`src/rtl/multi_cycle_mips_core.sv`:
```
// Multi-cycle, non-pipelined 32-bit MIPS integer core with one shared ALU and a
// unified asynchronous instruction/data memory port.

module mips_regfile (
  input  logic        clk,
  input  logic        we,
  input  logic [4:0]  waddr,
  input  logic [31:0] wdata,
  input  logic [4:0]  raddr1,
  input  logic [4:0]  raddr2,
  output logic [31:0] rdata1,
  output logic [31:0] rdata2
);
  logic [31:0] rf_data [32];

  // Entry 0 is rewritten with zero every cycle so it reads 0 even hierarchically.
  always_ff @(posedge clk) begin
    if (we && (waddr != 5'd0)) rf_data[waddr] <= wdata;
    rf_data[0] <= '0;
  end

  assign rdata1 = (raddr1 == 5'd0) ? '0 : rf_data[raddr1];
  assign rdata2 = (raddr2 == 5'd0) ? '0 : rf_data[raddr2];
endmodule

module multi_cycle_mips_core #(
  parameter logic [31:0] RESET_PC = 32'h0000_0000,
  parameter int          MEM_WAIT = 3
) (
  input  logic        clk,
  input  logic        reset,
  output logic [31:0] mem_addr,
  input  logic [31:0] mem_read_data,
  output logic [31:0] mem_write_data,
  output logic        mem_read,
  output logic        mem_write,
  output logic [1:0]  mem_write_data_src
);
  typedef enum logic [2:0] {
    FETCH, DECODE, EXECUTE, MEM_READ, MEM_WRITE, WB_ALU, WB_MEM
  } state_t;

  state_t      state, next_state;
  logic [31:0] PC, IR, MDR, A, B, ALUOut;
  logic [7:0]  wait_cnt;
  logic        wait_last, mem_state;
  logic [31:0] alu_y, sext_imm, zext_imm, rs_val, rt_val;
  logic [5:0]  op, funct;
  logic [4:0]  rs, rt, rd, shamt;
  logic        is_r, r_ok, is_jr, is_ialu, is_lw, is_store, is_br, is_j, is_jal, valid;
  logic        br_taken, rf_we;
  logic [4:0]  rf_waddr;
  logic [31:0] rf_wdata;

  assign op       = IR[31:26];
  assign rs       = IR[25:21];
  assign rt       = IR[20:16];
  assign rd       = IR[15:11];
  assign shamt    = IR[10:6];
  assign funct    = IR[5:0];
  assign sext_imm = {{16{IR[15]}}, IR[15:0]};
  assign zext_imm = {16'h0, IR[15:0]};

  assign is_r     = (op == 6'h00);
  assign r_ok     = (funct inside {6'h00, 6'h02, 6'h03, 6'h08, 6'h20, 6'h21, 6'h22,
                                   6'h23, 6'h24, 6'h25, 6'h26, 6'h27, 6'h2A, 6'h2B});
  assign is_jr    = is_r && (funct == 6'h08);
  assign is_ialu  = (op inside {6'h08, 6'h09, 6'h0A, 6'h0B, 6'h0C, 6'h0D, 6'h0E, 6'h0F});
  assign is_lw    = (op == 6'h23);
  assign is_store = (op inside {6'h28, 6'h29, 6'h2B});
  assign is_br    = (op == 6'h04) || (op == 6'h05);
  assign is_j     = (op == 6'h02);
  assign is_jal   = (op == 6'h03);
  assign valid    = (is_r && r_ok) || is_ialu || is_lw || is_store || is_br || is_j || is_jal;
  assign br_taken = (op == 6'h04) ? (A == B) : (A != B);

  assign mem_state = (state == FETCH) || (state == MEM_READ) || (state == MEM_WRITE);
  assign wait_last = (wait_cnt == MEM_WAIT[7:0]);

  mips_regfile rf (
    .clk(clk), .we(rf_we), .waddr(rf_waddr), .wdata(rf_wdata),
    .raddr1(rs), .raddr2(rt), .rdata1(rs_val), .rdata2(rt_val)
  );

  // The single ALU serves PC+4 in FETCH, branch target in DECODE, and the op in EXECUTE.
  always_comb begin
    alu_y = '0;
    case (state)
      FETCH:   alu_y = PC + 32'd4;
      DECODE:  alu_y = PC + {sext_imm[29:0], 2'b00};
      EXECUTE: begin
        if (is_r) begin
          case (funct)
            6'h00:        alu_y = B << shamt;
            6'h02:        alu_y = B >> shamt;
            6'h03:        alu_y = $signed(B) >>> shamt;
            6'h20, 6'h21: alu_y = A + B;
            6'h22, 6'h23: alu_y = A - B;
            6'h24:        alu_y = A & B;
            6'h25:        alu_y = A | B;
            6'h26:        alu_y = A ^ B;
            6'h27:        alu_y = ~(A | B);
            6'h2A:        alu_y = {31'd0, $signed(A) < $signed(B)};
            6'h2B:        alu_y = {31'd0, A < B};
            default:      alu_y = '0;
          endcase
        end else begin
          case (op)
            6'h08, 6'h09:                alu_y = A + sext_imm;
            6'h0A:                       alu_y = {31'd0, $signed(A) < $signed(sext_imm)};
            6'h0B:                       alu_y = {31'd0, A < sext_imm};
            6'h0C:                       alu_y = A & zext_imm;
            6'h0D:                       alu_y = A | zext_imm;
            6'h0E:                       alu_y = A ^ zext_imm;
            6'h0F:                       alu_y = {IR[15:0], 16'h0};
            6'h23, 6'h28, 6'h29, 6'h2B:  alu_y = A + sext_imm;
            default:                     alu_y = '0;
          endcase
        end
      end
      default: alu_y = '0;
    endcase
  end

  always_comb begin
    next_state = state;
    case (state)
      FETCH:     if (wait_last) next_state = DECODE;
      DECODE:    next_state = valid ? EXECUTE : FETCH;
      EXECUTE: begin
        if (is_lw)                          next_state = MEM_READ;
        else if (is_store)                  next_state = MEM_WRITE;
        else if ((is_r && !is_jr) || is_ialu) next_state = WB_ALU;
        else                                next_state = FETCH;
      end
      MEM_READ:  if (wait_last) next_state = WB_MEM;
      MEM_WRITE: if (wait_last) next_state = FETCH;
      default:   next_state = FETCH;
    endcase
  end

  always_ff @(posedge clk or negedge reset) begin
    if (!reset) begin
      state    <= FETCH;
      PC       <= RESET_PC;
      wait_cnt <= '0;
    end else begin
      state    <= next_state;
      wait_cnt <= (mem_state && !wait_last) ? wait_cnt + 8'd1 : 8'd0;
      if (state == FETCH && wait_last) PC <= alu_y;
      if (state == EXECUTE) begin
        if (is_br && br_taken)  PC <= ALUOut;
        else if (is_j || is_jal) PC <= {PC[31:28], IR[25:0], 2'b00};
        else if (is_jr)         PC <= A;
      end
    end
  end

  always_ff @(posedge clk) begin
    if (state == FETCH && wait_last)    IR <= mem_read_data;
    if (state == MEM_READ && wait_last) MDR <= mem_read_data;
    if (state == DECODE) begin
      A <= rs_val;
      B <= rt_val;
    end
    if (state == DECODE || state == EXECUTE) ALUOut <= alu_y;
  end

  // jal links in EXECUTE; PC there already holds the return address.
  always_comb begin
    rf_we    = 1'b0;
    rf_waddr = rt;
    rf_wdata = ALUOut;
    case (state)
      WB_ALU: begin
        rf_we    = 1'b1;
        rf_waddr = is_r ? rd : rt;
      end
      WB_MEM: begin
        rf_we    = 1'b1;
        rf_wdata = MDR;
      end
      EXECUTE: if (is_jal) begin
        rf_we    = 1'b1;
        rf_waddr = 5'd31;
        rf_wdata = PC;
      end
      default: rf_we = 1'b0;
    endcase
  end

  assign mem_write_data = B;

  always_comb begin
    mem_addr           = '0;
    mem_read           = 1'b0;
    mem_write          = 1'b0;
    mem_write_data_src = 2'b00;
    if (reset) begin
      case (state)
        FETCH: begin
          mem_addr = PC;
          mem_read = 1'b1;
        end
        MEM_READ: begin
          mem_addr = ALUOut;
          mem_read = 1'b1;
        end
        MEM_WRITE: begin
          mem_addr           = ALUOut;
          mem_write          = wait_last;
          mem_write_data_src = (op == 6'h28) ? 2'b01 : (op == 6'h29) ? 2'b10 : 2'b00;
        end
        default: mem_addr = '0;
      endcase
    end
  end
endmodule

```
`config.mk`:
```
export PLATFORM = sky130hd
export DESIGN_NAME = multi_cycle_mips_core
export DESIGN_NICKNAME = d
export VERILOG_FILES = /design/src/rtl/multi_cycle_mips_core.sv
export SDC_FILE = /design/constraint.sdc
export NUM_CORES = 2
export LEC_CHECK = 0
export ABC_AREA = 1
export BUFFER_PORTS_ARGS = -buffer_cell sky130_fd_sc_hd__buf_2
export CAP_MARGIN = 5
export CORE_MARGIN = 4
export CORE_UTILIZATION = 30
export CTS_CLUSTER_DIAMETER = 150
export DETAILED_ROUTE_END_ITERATION = 16
export MAX_ROUTING_LAYER = met4
export SYNTH_ARGS = -nofsm -noshare
export SYNTH_HDL_FRONTEND = slang
export SYNTH_HIERARCHICAL = 1
export SYNTH_SLANG_ARGS = --single-unit
export TNS_END_PERCENT = 50
```
`constraint.sdc`:
```
create_clock -name clk -period 16.2 [get_ports clk]
set_input_delay 0.81 -clock clk [delete_from_list [all_inputs] [get_ports clk]]
set_output_delay 0.81 -clock clk [all_outputs]
set_load 0.005 [all_outputs]
```
Word-level counts from Yosys, hierarchy flattened. Memory sizes are Yosys's and may differ from the RTL's. A register that Yosys moved wholly into a read port is not among the register bits. Index checks and enable logic that the tools add are counted.

Flip-flop bits (word level): 139. Memories kept: 1. RAM bits: 1024. Output and inout port bits: 68. Logic and storage cells: 146. Latch bits: 0. Memory bits (read-only): 0. Input bits: 34.

Memory list: rf.rf_data (words 32, width 32, rd ports 2, clocked after Yosys merged registers in 2, wr ports 2, line 14) `logic [31:0] rf_data [32];`.

Bitwise logic cells: 7. Divide/modulo/power cells: 0. Equality and inequality tests: 42. Mux-type cells: 38. Reductions and logical operators: 38. Shifts and indexed selects: 3. $mul: 0. $lt $le $gt $ge: 4. Add/subtract/negate cells: 6.

Operators by type and width (number): case mux 32 bit (11 select lines) (1); two-way mux 32 bit (8); case mux 32 bit (7 select lines) (1); case mux 32 bit (2 select lines) (2); adder 32 bit (3); < comparator 32 bit (3); case mux 32 bit (3 select lines) (1); equality test 6 bit (second input constant) (14); equality test 6 x 4 -> 1 bit (second input constant) (9); adder 32 x 3 -> 32 bit (second input constant) (1); AND 32 x 16 -> 32 bit (1); AND 32 bit (1); equality test 32 bit (1); < comparator 32 x 16 -> 1 bit (1); inequality test 32 bit (1); inverter 32 bit (1); bitwise OR 32 x 16 -> 32 bit (1); bitwise OR 32 bit (1); << shifter 32 x 5 -> 32 bit (1); >> shifter 32 x 5 -> 32 bit (1); >>> shifter 32 x 5 -> 32 bit (1); subtractor 32 bit (1); bitwise XOR 32 x 16 -> 32 bit (1); bitwise XOR 32 bit (1); other kinds (30) (81).

Depth between registers and ports, before layout.
Depth after elaboration: 11. Mapped depth: 26. Gate-level depth less buffers: 24.

Hierarchy. Netlist, hierarchy kept.

By module, submodules not included: mips_regfile (area each 52710.6 um2, sequential area each 29788.6 um2, cells each 6549, instances 1); multi_cycle_mips_core (area each 25752.2 um2, sequential area each 5880.6 um2, cells each 4134, instances 1).

Least setup slack after synthesis. No wires, ideal clock.

Path type: reg-to-reg. Start point: reg state[2]. End point: reg PC[27]. Stages on the path, launching flop included: 19. Clock period less this slack: 5.337 ns. Library setup time: 0.117 ns. Data arrival time: 5.220 ns. Required time: 16.083 ns. Path slack: 10.863 ns. Buffers on the path: 1. Cells stage by stage: dfrtp_1 buf_2 nor3_4 clkinv_1 nor2_1 ha_1 a21oi_1 o21ai_0 a21oi_1 o211ai_1 or2_2 nand2_1 nand3_1 nand2_1 nand2_1 nand2_1 nand2_1 nand2_1 nand2_1.

Cells in the longest elaborated chain, start to end: 7. Elaborated cells between the ends (all ways): 10. Classes of those cells: eq/ne (2); mux (6); reduce/logical (2).

RTL lines: start, declared (line 43) `state_t state, next_state;`; start signal, assigned (line 148) `state <= next_state;`; equality test 3 x 2 -> 1 bit, or another cell as far along (line 88, 151); case mux 32 bit (3 select lines) or logical AND 1 bit (tied branches) (line 88, 150); two-way mux 32 bit (line 150) `if (state == FETCH && wait_last) PC <= alu_y;`; two-way mux 32 bit (line 154) `else if (is_jr) PC <= A;`; two-way mux 32 bit (line 153) `else if (is_j || is_jal) PC <= {PC[31:28], IR[25:0], 2'b00};`; two-way mux 32 bit (line 152) `if (is_br && br_taken) PC <= ALUOut;`; two-way mux 32 bit * (line 151) `if (state == EXECUTE) begin`; end signal, assigned (line 150); end signal, assigned (line 152); end signal, assigned (line 153); end, declared (line 44) `logic [31:0] PC, IR, MDR, A, B, ALUOut;`.

Mark *: on every way between the ends. The rest lies on a longest branch, timed or not. The select of a mux whose other input is x is not followed. A chain may end at the register's enable or synchronous reset.

Final worst setup path.
Start point: reg state[1]. End point: out mem_addr[28].

Cells in the longest elaborated chain, start to end: 4. Elaborated cells between the ends (all ways): 6. Classes of those cells: eq/ne (2); mux (2); reduce/logical (2).

RTL lines: equality test 3 bit or equality test 3 x 2 -> 1 bit (tied branches) (line 200) `case (state)`; OR reduction 2 bit (no source line); case mux 32 bit (2 select lines) * (line 200); two-way mux 32 bit * (line 199) `if (reset) begin`; end, declared (line 32) `output logic [31:0] mem_addr,`.

Mark *: on every way between the ends. The rest lies on a longest branch, timed or not.

==> results.rst <==
.. list-table::
   :header-rows: 1

   * - Metric
     - Value
   * - Outcome
     - completed
   * - Area enclosed by the die boundary
     - 270000 um2
   * - IR Drop Worst-Case VDD
     - 0.000133 V
   * - Worst-case headroom to the max-slew limit
     - 0.0659
   * - Filler cell count in the final layout
     - 27600
   * - Number of design-rule violations left by the first detailed-router iteration
     - 9908
   * - Portion of synthesized cell area occupied by the leading cell type
     - 0.441
   * - WL met1
     - ~130 mm
   * - Total setup buffers inserted after CTS
     - 0
   * - Die W
     - 519 um
   * - Placed cell area
     - 82200 um2
   * - Post-Route WL
     - 341 mm
   * - R2R cell count
     - 16
   * - Largest family of logic cells by synthesized area
     - simple AND/OR/NAND/NOR gates
   * - Post-synthesis share of cell area spent on full adders, half adders and majority gates
     - 0.0359
   * - Non-filler instance count after layout
     - 14100
   * - Clock Sink Count
     - around 1200
   * - Fin Hold WS
     - around 0.12 ns
   * - Worst min path class
     - in -> async
   * - Launch instance of the worst register-to-register path
     - IR[31]$_DFFE_PP_
   * - GP Congestion
     - 1.07
   * - Number of port buffers
     - between 100 and 150
   * - Top FF cell, synth
     - sky130_fd_sc_hd__edfxtp_1
   * - Synth cell count leaders
     - sky130_fd_sc_hd__nand2_1 (4048), sky130_fd_sc_hd__nand3_1 (1643), sky130_fd_sc_hd__inv_1 (1265), sky130_fd_sc_hd__edfxtp_1 (1152), sky130_fd_sc_hd__nor2_1 (506)
   * - Clock-pin slew reported for the worst setup and hold paths after clock tree synthesis
     - ~0.06 ns
   * - Upper clock frequency limit
     - 0.188 GHz
   * - Setup slack of the worst register-to-register path
     - 11.01 ns
   * - Critical Path Source Type
     - flop
   * - Critical path endpoint category
     - output pin
   * - Hold_buf cts
     - 0
   * - Register cell area after layout
     - between 30000 and 40000 um2
   * - Via count of the first global-routing pass
     - 67700
   * - Total power after layout
     - 0.0103 W
   * - Worst setup startpoint
     - state[1]$_DFFE_PN0P_
   * - Net count after synthesis
     - 10900
   * - Most repeated cell in the gate-level netlist after synthesis
     - sky130_fd_sc_hd__nand2_1
   * - Largest net degree at the start of global routing
     - 125
   * - Unique cell type count in the Yosys netlist
     - 67
   * - Setup repair after global routing missed its margin
     - false
   * - CTS Root Cell
     - sky130_fd_sc_hd__clkbuf_16
   * - Syn Inst Count
     - 10700
   * - Floorplan die height
     - 519 um
   * - Area share of xor/xnor cells in the synthesized design
     - 0.000558
   * - Count of max-cap constraint violations
     - 0
   * - Mux contribution to synthesized area
     - 0.000383
   * - Total number of yosys warnings
     - 6
   * - Total global routing track utilization
     - 0.249
   * - Leakage power figure
     - slightly below 40 nW
   * - Routed length on met2
     - between 100 and 150 mm
   * - Detail-routed via count per cell
     - 5.30
   * - Synth area leader
     - sky130_fd_sc_hd__edfxtp_1
   * - TritonCTS clock tree
     - done
   * - Routed wl met3
     - 36.1 mm
   * - Setup violation total in the final timing report
     - 0
   * - Post-route design area
     - 86700 um2
   * - Syn Std Cell Area
     - 78500 um2
   * - Setup Crit Path Kind
     - reg -> out
   * - Placed Cells incl. Taps
     - 13900
   * - Post-synthesis compound-gate area fraction
     - 0.0686
   * - Worst endpoint data arrival time
     - 4.50 ns
   * - Final-stage net count
     - 10800
   * - Share of final-layout standard cells stronger than drive strength 1
     - 0.0583
   * - Final period utilization
     - 0.328
   * - Remaining antenna violation count
     - 0
   * - Clock insertion delay at the later pin of the skew report
     - ~0.80 ns
   * - Synth area leaders
     - sky130_fd_sc_hd__edfxtp_1 (44%), sky130_fd_sc_hd__nand2_1 (19%), sky130_fd_sc_hd__nand3_1 (10%)
   * - Number of H-tree levels
     - 4
   * - Cts bufs inserted
     - 140
   * - Number of enable-type register cells in the synthesized netlist
     - 1152
   * - Gr ovfl total
     - 0
   * - Initial antenna violation count
     - 17
   * - Area of the multi-input gates
     - 35400 um2
   * - Number of cells upsized or downsized after cts
     - 0
   * - Via total after detailed routing
     - 74800
   * - Crit-path max FO
     - 42
   * - Number of placed I/O pins
     - 102
   * - Slew @ Worst Pin
     - 1.40 ns
   * - Number of pins with negative max-slew slack in the final report
     - 0
   * - Total core area
     - 260000 um2
   * - Share of the yosys chip area belonging to registers
     - 0.455
   * - DR pass1 iterations
     - 6
   * - Average wire per cell in the routed design
     - 24.1 um
   * - Worst r2r dst
     - rf/rf_data[22][8]$_DFFE_PP_
   * - Mean cell area of the mapped netlist
     - approximately 7.3 um2
   * - Hold violation total from the final report
     - 0
   * - Remaining routing DRC violations
     - 0
   * - Simple-gate share of the synthesized area
     - 0.341
   * - Sum Neg Setup Slack
     - 0 ns
   * - Sum of net half-perimeters after detailed placement
     - around 220 mm
   * - Data required time of the critical path
     - 15.39 ns
   * - Capturing instance or port of the critical path
     - mem_addr[28]
   * - Max layer used
     - met4
   * - Clk_skew
     - 0.0328 ns
   * - Number of placement rows
     - 187
   * - Global-route wire length before repair
     - 485 mm
   * - Final critical path time including I/O delays and setup
     - 5.31 ns
   * - Seq cells post-synth
     - 1195
   * - Maximum count of clock buffers along a single path
     - 3
   * - Pwr Density
     - roughly 120 nW/um2
   * - Area overhead of the layout relative to synthesis
     - 10.5%
   * - Initial core utilization
     - 0.302
   * - Proportion of register bits with asynchronous set or reset after synthesis
     - 0.0360
flip-flops by register name, indices dropped and copies added, names as in the netlist:
register and flops:
rf/rf_data 992, state 3, ALUOut 32, MDR 32, wait_cnt 8, PC 32, mem_write_data 32, IR 32
A 32
how the worst min path moves through the flow:
stage	startpoint	to	slack, ns
finish	reset	PC[19]$_DFF_PN0_	0.12
global route	reset	PC[19]$_DFF_PN0_	0.17
CTS	reset	PC[19]$_DFF_PN0_	0.14
detailed placement	wait_cnt[0]$_DFF_PN0_	wait_cnt[0]$_DFF_PN0_	0.46
global placement	wait_cnt[0]$_DFF_PN0_	wait_cnt[0]$_DFF_PN0_	0.45
floorplan	wait_cnt[0]$_DFF_PN0_	wait_cnt[0]$_DFF_PN0_	0.43
kinds of logic (layout without fill, tap and decap cells):
| kind of cell | Yosys count | in the layout |
|---|---|---|
| mux | 3 | 3 |
| compound gates | 966 | 966 |
| fa+ha+maj | 223 | 223 |
| other cells | 0 | 3 |
| xor+xnor | 5 | 5 |
| flops | 1195 | 1195 |
| buf+inv | 1880 | 1816 |
| simple gates | 6411 | 6411 |
through the flow:
stage	utilization	worst slack, ns
after detailed placement	0.316	11.15
final	0.333	10.89
after global placement	0.316	11.14
after global routing	0.333	10.77
after floorplan	-	10.86
after CTS	0.333	11.02
worst max-delay path, stage by stage (launching register included):
cell and delay, ns:
sky130_fd_sc_hd__dfrtp_1 0.44, sky130_fd_sc_hd__inv_2 0.08, sky130_fd_sc_hd__nor2_1 0.04, sky130_fd_sc_hd__inv_2 0.65
sky130_fd_sc_hd__nor2_4 0.14, sky130_fd_sc_hd__buf_4 0.31, sky130_fd_sc_hd__buf_4 0.33, sky130_fd_sc_hd__a211oi_4 0.29
sky130_fd_sc_hd__buf_4 0.44, sky130_fd_sc_hd__nand2_1 0.09, sky130_fd_sc_hd__a21oi_1 0.57, sky130_fd_sc_hd__buf_2 0.24
routing by layer:
| layer | global-route usage | up-vias |
|---|---|---|
| li1 | - | 34500 |
| met2 | 0.372 | 4318 |
| met4 | 0.136 | 0 |
| met3 | 0.0486 | 915 |
| met5 | - | - |
| met1 | 0.316 | 35200 |
cell usage in the layout, fill, tap and decap left out, drive strengths merged, types with 3 or more instances in the layout:
cell type  instances
edfxtp          1152
or2               14
nand3b             6
bufinv            14
o211ai            42
a22oi             15
a31oi              7
mux2i              3
o22ai             22
o21ai            278
xor2               5
fa                 4
a21oi            497
a221oi            42
ha               219
buf              268
nor3              52
nand4             76
and2              10
a211oi             3
inv             1312
a21o               6
o21a              13
clkbuf           171
nor4              12
clkinv            50
nand2           4063
nand3           1651
a21boi             6
o2111ai            5
o221ai             9
diode              3
nor2             526
o21bai            14
dfrtp             43
area by class of cell:
class	instances	area share
Clock inverter	71	0.00847
Multi-Input combinational cell	7608	0.409
Tap cell	3496	0.0505
Sequential cell	1195	0.412
Antenna cell	3	0.0000866
Inverter	1306	0.0572
Clock buffer	171	0.0431
Timing Repair Buffer	268	0.0206
power by group:
part	internal, W	switching (W)
Combinational	0.000835	0.00246
Sequential	0.00367	0.000184
Clock	0.00186	0.00132
No activity file was read; power rests on OpenSTA's default activity.
